`config.mk`:
```
export PLATFORM = sky130hd
export DESIGN_NAME = lane_gearbox
export DESIGN_NICKNAME = d
export VERILOG_FILES = /design/src/rtl/lane_gearbox.sv
export SDC_FILE = /design/constraint.sdc
export NUM_CORES = 1
export LEC_CHECK = 0
export CORE_ASPECT_RATIO = 0.8
export CORE_MARGIN = 8
export CORE_UTILIZATION = 50
export DETAILED_ROUTE_END_ITERATION = 16
export HOLD_SLACK_MARGIN = 0.15
export MAX_ROUTING_LAYER = met4
export PLACE_DENSITY = 0.77
export SYNTH_ARGS = -nofsm -noshare
export SYNTH_HDL_FRONTEND = slang
export SYNTH_SLANG_ARGS = --single-unit
```
`constraint.sdc`:
```
create_clock -name div_8_clk -period 2.1 [get_ports div_8_clk]
set_input_delay 0.525 -clock div_8_clk [delete_from_list [all_inputs] [get_ports div_8_clk]]
set_output_delay 0.525 -clock div_8_clk [all_outputs]
set_load 0.05 [all_outputs]
```
`src/rtl/lane_gearbox.sv`:
```
// lane_gearbox: parametrised narrow<->wide lane converter with valid/ready on
// both sides.
//   UNPACK=0 (pack):   RATIO narrow beats of LANE_W bits -> one WIDE_W word.
//   UNPACK=1 (unpack): one WIDE_W word -> RATIO narrow beats.
//   MSB_FIRST selects whether lane 0 sits in the top or bottom LANE_W bits.
// Ports:
//   div_8_clk  block clock, all state on rising edge
//   rst_n      asynchronous active-low reset
//   in_valid / in_ready / in_data / in_sof      input beat handshake
//   out_valid / out_ready / out_data / out_sof  output beat handshake
//   err / err_clr  sticky pack-mode realignment error and its clear
module lane_gearbox #(
  parameter int LANE_W    = 8,
  parameter int RATIO     = 4,
  parameter int UNPACK    = 0,
  parameter int MSB_FIRST = 1
) (
  input  logic                                           div_8_clk,
  input  logic                                           rst_n,
  input  logic                                           in_valid,
  output logic                                           in_ready,
  input  logic [(UNPACK ? LANE_W*RATIO : LANE_W)-1:0]    in_data,
  input  logic                                           in_sof,
  output logic                                           out_valid,
  input  logic                                           out_ready,
  output logic [(UNPACK ? LANE_W : LANE_W*RATIO)-1:0]    out_data,
  output logic                                           out_sof,
  output logic                                           err,
  input  logic                                           err_clr
);

  localparam int WIDE_W = LANE_W * RATIO;
  localparam int CNT_W  = $clog2(RATIO);
  localparam logic [CNT_W-1:0] LAST = CNT_W'(RATIO - 1);

  if (UNPACK == 0) begin : g_pack
    logic [LANE_W-1:0] r_acc [RATIO-1];
    logic [CNT_W-1:0]  r_cnt;
    logic [WIDE_W-1:0] r_out;
    logic              r_out_valid;
    logic              r_err;
    logic [WIDE_W-1:0] w_full;
    logic              w_last;
    logic              w_in_hs;
    logic              w_out_hs;
    logic              w_realign;
    logic              w_complete;

    // Completed word: accumulated lanes 0..RATIO-2 plus the live final beat.
    for (genvar k = 0; k < RATIO; k++) begin : g_lane
      localparam int LO = (MSB_FIRST != 0) ? (WIDE_W - (k + 1) * LANE_W) : (k * LANE_W);
      if (k == RATIO - 1) begin : g_live
        assign w_full[LO +: LANE_W] = in_data;
      end else begin : g_acc
        assign w_full[LO +: LANE_W] = r_acc[k];
      end
    end

    assign w_last     = (r_cnt == LAST);
    assign in_ready   = !w_last || !r_out_valid || out_ready;
    assign w_in_hs    = in_valid && in_ready;
    assign w_out_hs   = r_out_valid && out_ready;
    assign w_realign  = w_in_hs && in_sof && (r_cnt != '0);
    assign w_complete = w_in_hs && w_last && !w_realign;

    always_ff @(posedge div_8_clk or negedge rst_n) begin
      if (!rst_n) begin
        for (int unsigned k = 0; k < RATIO - 1; k++) r_acc[k] <= '0;
        r_cnt       <= '0;
        r_out       <= '0;
        r_out_valid <= 1'b0;
        r_err       <= 1'b0;
      end else begin
        if (w_in_hs) begin
          if (w_realign) begin
            // Drop the partial word; this beat restarts the word as lane 0.
            for (int unsigned k = 0; k < RATIO - 1; k++) r_acc[k] <= '0;
            r_acc[0] <= in_data;
            r_cnt    <= CNT_W'(1);
          end else if (w_last) begin
            r_out <= w_full;
            r_cnt <= '0;
          end else begin
            r_acc[r_cnt] <= in_data;
            r_cnt        <= r_cnt + CNT_W'(1);
          end
        end
        // A completing word in the same cycle as a drain keeps valid high.
        if (w_complete)    r_out_valid <= 1'b1;
        else if (w_out_hs) r_out_valid <= 1'b0;
        if (err_clr)        r_err <= 1'b0;
        else if (w_realign) r_err <= 1'b1;
      end
    end

    assign out_valid = r_out_valid;
    assign out_data  = r_out;
    assign out_sof   = 1'b0;
    assign err       = r_err;
  end else begin : g_unpack
    logic [WIDE_W-1:0] r_word;
    logic [CNT_W-1:0]  r_cnt;
    logic              r_busy;
    logic [LANE_W-1:0] w_lanes [RATIO];
    logic              w_last;
    logic              w_in_hs;
    logic              w_out_hs;
    logic              w_unused;

    for (genvar k = 0; k < RATIO; k++) begin : g_lane
      localparam int LO = (MSB_FIRST != 0) ? (WIDE_W - (k + 1) * LANE_W) : (k * LANE_W);
      assign w_lanes[k] = r_word[LO +: LANE_W];
    end

    assign w_last   = (r_cnt == LAST);
    // Accepting on the last lane's drain gives zero-bubble back-to-back words.
    assign in_ready = !r_busy || (w_last && out_ready);
    assign w_in_hs  = in_valid && in_ready;
    assign w_out_hs = r_busy && out_ready;

    always_ff @(posedge div_8_clk or negedge rst_n) begin
      if (!rst_n) begin
        r_word <= '0;
        r_cnt  <= '0;
        r_busy <= 1'b0;
      end else begin
        if (w_out_hs) r_cnt <= w_last ? '0 : (r_cnt + CNT_W'(1));
        if (w_in_hs) begin
          r_word <= in_data;
          r_busy <= 1'b1;
        end else if (w_out_hs && w_last) begin
          r_busy <= 1'b0;
        end
      end
    end

    assign out_valid = r_busy;
    assign out_data  = w_lanes[r_cnt];
    assign out_sof   = r_busy && (r_cnt == '0);
    assign err       = 1'b0;
    assign w_unused  = ^{in_sof, err_clr};
  end

endmodule

```
======== Word level (Yosys, flattened, before mapping) ========
Cells that the tools add are included.
word-level totals
  bits in registers ....................... 60
  bits of input ports ..................... 14
  output and inout port bits .............. 36
  word-level logic and storage cells ...... 42
cells by class
  $add $sub $neg .......................... 1
  $lt $le $gt $ge ......................... 2
  equal/unequal tests ..................... 2
  muxes and demuxes ....................... 11
  bitwise logic cells ..................... 2
  reductions and logical operators ........ 17
operator list
  cell                                                   count
  2-to-1 mux 24 bit                                      2
  bitwise mux 24 bit                                     1
  demux 8 bit (select 2 bit)                             1
  2-to-1 mux 8 bit                                       1
  logical AND 1 bit                                      7
  nonzero test 2 bit                                     3
  2-to-1 mux 1 bit                                       4
  2-to-1 mux 2 bit                                       2
  >= comparator 3 bit, second input constant             1
  zero test 1 bit                                        3
  < comparator 3 x 1 -> 1 bit, second input constant     1
  NOT 2 -> 3 bit                                         1
  AND reduction 3 bit                                    1
  adder 2 x 1 -> 2 bit, second input constant            1
  == test 2 bit, second input constant                   1
  logical OR 1 bit                                       2
  inequality test 2 x 1 -> 1 bit, second input constant  1
  AND reduction 2 bit                                    1
  NOT 1 bit                                              1

======== Depth between registers and ports, before layout ========
  word-level depth ........................ 10
  mapped depth ............................ 7
  mapped depth without buffers ............ 6

======== Worst setup path after synthesis ========
Ideal clock, no wire load.
  path type ............................... register to register
  start point ............................. reg g_pack.r_cnt[0]
  end point ............................... reg g_pack.r_out[0], in the netlist out_data[0]
  setup time .............................. 125 ps
  data arrival time ....................... 1638 ps
  required time ........................... 1975 ps
  setup slack ............................. 338 ps
  stages on the path, launching flop included .. 7
  buffers on the path ..................... 1
  period minus slack after synthesis ...... 1762 ps
  path through ............................ dfrtp_1 inv_1 ha_1 nor2b_4 nor3_4 buf_6 mux2_2
on the way
  cells in the longest elaborated chain, start to end .. 9
  elaborated cells on any way between the ends .. 10
  those cells by class .................... 1 x eq/ne; 1 x bitwise; 8 x reduce/logical
ends and longest elaborated chain
  element                                   line  source
  from (decl)                               38    logic [CNT_W-1:0] r_cnt;
  from (signal assigned)                    85    r_cnt <= r_cnt + CNT_W'(1);
  == test 2 bit                             59    assign w_last = (r_cnt == LAST);
  zero test 1 bit                           60    assign in_ready = !w_last || !r_out_valid || out_ready;
  logical OR 1 bit (2 in a row)             60
  logical AND 1 bit                         61    assign w_in_hs = in_valid && in_ready;
  logical AND 1 bit (2 in a row)            63    assign w_realign = w_in_hs && in_sof && (r_cnt != '0);
  NOT 1 bit (no source line)                -
  AND reduction 3 bit (no source line) (*)  -
  to (signal assigned)                      81    r_out <= w_full;
  to (decl)                                 39    logic [WIDE_W-1:0] r_out;
Mark *: on every way between the ends. The rest lies on a longest branch, timed or not.
A chain may end at the register's enable or synchronous reset.

======== Worst setup path in the final report ========
  start point ............................. in out_ready
  end point ............................... out in_ready
on the way
  cells in the longest elaborated chain, start to end .. 1
ends and longest elaborated chain
  element           line  source
  from (decl)       25    input logic out_ready,
  logical OR 1 bit  60
  to (decl)         21    output logic in_ready,
Every way passes these cells.

==> summary.txt <==
Status
  • Outcome: complete, no violations

Logic synthesis
  • Synth async-reset ratio: 100%
  • Cells after synthesis: 154
  • Post-Syn Nets: 172
  • Most numerous cell in the Yosys netlist: dfrtp_1
  • Share of the synthesized area in the top cell type: 62.6%
  • Seq/Total Area, Yosys: 62.6%
  • Ys flop type: dfrtp_1
  • Synth Area in Compound Gates: 9.33%
  • #FFs+latches synth: 60
  • Synth Area in Simple Gates: 4.43%
  • Number of distinct library cells after synthesis: 26
  • Yosys warnings: 0
  • Number of synthesized flops with an enable pin: 0
  • Syn Std Cell Area: 0.00240 sq mm
  • Largest area contributor in the netlist: dfrtp_1
  • Mean Syn Cell Area: 15.6 sq um
  • Post-synthesis mux area share: 18.8%
  • Adder-cell area share of the yosys netlist: 2.09%
  • Area contributors post-synth: dfrtp_1, mux2_2, a22o_2
  • Most frequent cells after synthesis: dfrtp_1, mux2_2, a22o_2
  • Largest family of logic cells by synthesized area: multiplexers
  • XOR/XNOR share of the synthesized area: 0%

Timing
  • WHS: 0.499 ns
  • Minimum clock period: 2.05 ns
  • Final setup vio count: 0
  • RSZ-0062 raised after global routing: false
  • Rel. slew slack: 64.1%
  • Worst-Margin Slew: 0.537 ns
  • Fmax: 488 MHz
  • Total negative slack: 0 ns
  • Setup Skew: 0.00566 ns
  • Final Slew Violations: 0
  • Part of the cycle the worst path needs: 97.7%
  • Final hold violations: 0

Cells and area
  • Layout cell share with drive strength beyond 1: 37.9%
  • Area delta synth->final: 33.3%
  • Antenna cells: 0
  • Core Util, Final: 69.6%
  • # fillers: 307
  • Nets: 233
  • Fin cells: 279

Clocking
  • TritonCTS clock tree: done
  • Clk sinks: 60
  • Clock root cell: clkbuf_8
  • Clock Pin Slew Worst Setup and Hold Paths: 0.06 ns
  • H-tree depth: 3
  • Num CTS Buffers: 9
  • Later-pin clock latency in the skew report: 0.33 ns
  • Clk buf depth: 2

Detailed routing
  • Post-DRT Antenna Nets: 0
  • DR iter-0 viols: 45
  • Routed length per placed instance: 18.8 microns
  • Vias/cell: 5.31
  • Drt pass-1 iters: 4
  • DRC: 0
  • Vias: 1,482
  • Final wirelength: 5250 microns

Worst setup path
  • Reg2reg start: g_pack.r_cnt[0]
  • Cell chain of the critical path: clkdlybuf4s50_1 -> nand3b_1 -> buf_12
  • Crit path DAT: 1.53 ns
  • Delay of the slowest critical-path stage: 0.47 ns
  • CP delay by family, top: buffers and inverters
  • Crit path required time: 1.57 ns
  • Crit Path Max Fanout: 3
  • Slowest stage cell, crit path: clkdlybuf4s50_1
  • CP startpoint kind: input port
  • Setup crit end kind: output pin
  • Worst Setup Path Type: in -> out
  • CP Buf/Inv Count: 2
  • Worst setup startpoint: out_ready

Place
  • Port bufs: 48
  • Dpl cells: 262
  • Routability-driven placement congestion ratio: 0.796
  • DP HPWL: 3810 microns

Pwr
  • PD cells: 1620 mW/mm^2
  • Leak: 1.45 nW
  • Internal cell power: 3.09 mW
  • Peak supply drop: 0.871 mV
  • Part of the power in registers: 36.3%
  • Switching Share: 40.5%
  • Clock power frac: 17.2%
  • Comb pwr share: 46.5%
  • Net Sw Power: 2.10 mW
  • Total power draw: 5.19 mW

Floorplan
  • Die area: 0.00729 sq mm
  • Die H: 78.0 microns
  • Chip Width: 93.5 microns
  • # rows: 22
  • # IOs: 50
  • Initial core utilization: 52.2%
  • Core outline area: 0.00460 sq mm

Global route
  • First-pass GRT wire length: 8740 microns
  • Total track usage: 16.4%
  • Largest net degree at the start of global routing: 42
  • Initial antenna violation count: 0
  • Vias in the first global route: 1,667
  • Grt total ovfl: 0

Run
  • Max_cap viols: 0

Min path
  • Hold wc startpoint: out_data[13]
  • Hold WC Path Type: reg -> reg
[final timing paths]
| kind | end | depth (start not counted) | slack (ns) |
|---|---|---|---|
| worst min-delay path | out_data[13] | 1 | 0.50 |
| min in group asynchronous | out_data[28] | 2 | 0.68 |
| worst max-delay path | in_ready | 3 | 0.05 |
| worst min register to register | out_data[13] | 1 | 0.50 |
| max in group asynchronous | g_pack.r_acc[6] | 3 | 0.84 |
| worst max register to register | g_pack.r_acc[12] | 7 | 0.15 |
[worst register-to-register path: stages (launching register included)]
cell and delay [ns]:
dfrtp_1 0.42, inv_1 0.11, ha_1 0.29, nand2b_1 0.20
o21ai_0 0.24, o211ai_1 0.13, buf_4 0.18, a22o_2 0.26
[kinds of logic after synthesis]
logic type	count (synthesis)
AO/OA/AOI/OAI	25
adder cells (fa/ha/maj)	4
buffers and inverters	9
flip-flops	60
multiplexers	40
other	1
AND/OR/NAND/NOR	15
[placed cells by master, fill, tap and decap left out, drive strengths merged, types with 3 or more instances in the layout]
cell type and n:
clkbuf 13, clkdlybuf4s50 45, o211ai 3, o21ai 3, mux2 40, a22o 16, ha 4, nand2 4
buf 10, dfrtp 60
[state kept, by name, summed over array words and instances (netlist names)]
signal / flops
err: 1
out_data: 32
g_pack.r_acc: 24
out_valid: 1
g_pack.r_cnt: 2
[final cells by class]
cell class                      instances  area, sq um  share of cell area [%]
Sequential cell                        60         1500                    46.9
Inverter                                2         7.51                   0.235
Timing Repair Buffer                   57          608                    19.0
Clock inverter                          2         10.0                   0.313
Multi-Input combinational cell         85          837                    26.2
Clock buffer                           13          159                    4.97
Tap cell                               60         75.1                    2.35
[per-layer routing]
layer / global-route usage (%) / vias up / routed length (microns)
met5: - / - / 0
met4: 8.99 / 0 / 91
met3: 5.29 / 10 / 285
met2: 24.1 / 39 / 2570
met1: 19.7 / 755 / 2300
li1: - / 678 / -
[through the flow]
stage	worst slack, ns	cell area (sq um)
3_3_place_gp	-0.00219	3010
2_1_floorplan	0.338	2400
5_1_grt	0.00352	3200
3_5_place_dp	-0.0500	3010
6_report	0.0493	3200
4_1_cts	0.0109	3190
[power by group through the flow]
| stage | clock network, mW | logic [mW] | registers, mW |
|---|---|---|---|
| 2_1_floorplan | 0 | 0.724 | 2.73 |
| 3_3_place_gp | 0 | 2.35 | 1.87 |
| 3_5_place_dp | 0 | 2.43 | 1.91 |
| 4_1_cts | 0.918 | 2.44 | 1.89 |
| 5_1_grt | 0.970 | 2.53 | 1.94 |
| 6_report | 0.895 | 2.41 | 1.89 |
[repair_timing]
item,in CTS,in global routing
buffers inserted,0,1
hold buffers,1,0
setup endpoints to repair,0,10
hold endpoints to repair,3,0
resized for setup,0,2
Note: power is estimated with default switching activity, not from simulation.
==> RTL edit, RTL diff (config.mk and constraints unchanged) <==
The parameter `RATIO` goes from 4 to 2.
--- a/src/rtl/lane_gearbox.sv
+++ b/src/rtl/lane_gearbox.sv
@@ -11,7 +11,7 @@
 //   err / err_clr  sticky pack-mode realignment error and its clear
 module lane_gearbox #(
   parameter int LANE_W    = 8,
-  parameter int RATIO     = 4,
+  parameter int RATIO     = 2,
   parameter int UNPACK    = 0,
   parameter int MSB_FIRST = 1
 ) (
Ports: changed (resized out_data); port bits go from 50 to 34. No check against the original RTL was run, so the function may have changed too.
==> RTL edit against the unedited design <==
Synthesized cell count shrank 56%. Die area shrank 46%. Register-to-register slack gained 550 ps. Routed wire length shrank 60%. Synthesized area shrank 54%. Sequential cell count shrank 33. Largest cell class unchanged. Critical path depth shrank 2. Design area shrank 53%. Total power shrank 64%. Largest power group unchanged. Setup slack gained 21 ps.
==> RTL edit: results (changes against the unedited design) <==
- Status: finished clean
- Worst hold slack: 517 ps (+18.5 ps)
- Commonest cells post-synth: dfrtp_1 (27), mux2_2 (16), mux2_4 (8)
- Wire length of the first global-routing pass: 3.27 mm (-63%)
- Drt first pass iters: 3 (-1)
- Hpwl dp: 1.52 mm (-60%)
- Synth top area cells: dfrtp_1 (62%), mux2_2 (16%), mux2_4 (11%)
- Hold Crit Class: reg -> reg
- Placer's final routability congestion estimate: 0.770 (-3.2%)
- Min-delay src: err$_DFFE_PN0P_
- Input/output buffers: 32 (-33%)
- Routed wire length on met2: 906 um (-65%)
- # placed instances: 125 (-52%)
- Post-route insts no fill: 129 (-54%)
- Synth cell types: 16 (-38%)
- CTS Buf Count: 3 (-6)
- Pre-CTS setup slack: 94.3 ps (+144 ps)
- Met3 Routed Length: 230 um (-19%)
- H-Tree Depth: 1 (-2)
- Seq/Total Area, Yosys: 61.5% (-1.1 points)
- Peak supply drop: 869 uV (-0.15%)
- DR iter-0 viols: 20 (-56%)
- Post-DR wirelength/cell: 16.1 um (-14%)
- Met1 wire length: 932 um (-59%)
- Max FFs per register: 16 (-50%)
- Gr usage total: 11.0% (-5.4 points)
- Largest net degree at the start of global routing: 28 (-33%)
- Measured slew at the worst slew-check pin: 510 ps (-26.5 ps)
- Comb. pwr: 0.000916 W (-62%)
- Placed standard-cell area: 1470 um2 (-51%)
- Max incr delay on CP: 810 ps (+340 ps)
- Share of cells above drive strength 1: 36.5% (-1.4 points)
- FF-to-FF setup slack: 700 ps (+550 ps)
- Syn avg cell area: 16.4 um2 (+5.2%)
- Worst reg2reg startpoint: out_valid$_DFFE_PN0P_
- Clk pwr share: 11.6% (-5.6 points)
- WP data arrival: 1500 ps (-30 ps)
- CP startpoint: out_data[1]$_DFFE_PN0P_
- Vias in the first global route: 672 (-60%)
- Leak pwr: 0.672 nW (-54%)
- Vias per inst: 5.02 (-5.4%)
- Critical Path Fanout Max: 2 (-1)
- Clk root buf: clkbuf_4
- Ant. Diodes: 0 (unchanged)
- # nets final: 119 (-49%)
- Worst-path clk slew: 140 ps (+80 ps)
- Clock skew: 5.73 ps (+0.0629 ps)
- Setup ws final: 70.0 ps (+20.7 ps)
- Net Count, Synth: 81 (-53%)
## RTL edit: changes by cell type after synthesis, sizes merged, moves of 2 or more
cell / change
dfrtp: -33
a22o: -16
mux2: -16
buf: -5
ha: -4
o211ai: -3
o21ai: -3
and2: -2
## RTL edit: routing by layer
layer  vias to the layer above  track usage, %
li1                        300               -
met1                       320            13.2
met2                        26            16.0
met3                         2            5.77
met4                         0            2.62
met5                         -               -
## RTL edit: tightest hold or removal path: stages, from the launching register on
cell     delay (ps)
dfrtp_1         400
inv_1            50
a21oi_1          50
## RTL edit: area by class of cell
type | instances | area (um2)
clock buffer | 3 | 22.5
clock inverter | 1 | 5.00
fill | 153 | 618
inverter | 2 | 7.51
multi-input combinational | 36 | 388
sequential | 27 | 676
tap | 25 | 31.3
timing repair buffer | 35 | 373
## RTL edit: cell families (layout without fill, tap and decap cells)
group | count (synthesis) | after routing | share of synthesized area [%]
other | 1 | 1 | 0.341
and+or+nand+nor | 9 | 9 | 6.04
muxes | 24 | 24 | 27.3
DFF | 27 | 27 | 61.5
AOI/OAI and AO/OA | 2 | 2 | 1.59
buffers and inverters | 4 | 41 | 3.19
## RTL edit: final timing paths
check / endpoint / cells past startpoint
min in group asynchronous: out_data[8]$_DFFE_PN0P_ / 2
setup reg to reg: out_data[6]$_DFFE_PN0P_ / 4
hold reg to reg: err$_DFFE_PN0P_ / 2
hold / removal: err$_DFFE_PN0P_ / 2
setup / recovery: out_data[1] / 1
max in group asynchronous: g_pack.r_acc[7]$_DFFE_PN0P_ / 2
## RTL edit: timing repair
action,CTS,global route
gates resized for setup,0,3
setup endpoints to repair,0,3
endpoints found under the hold margin,0,0
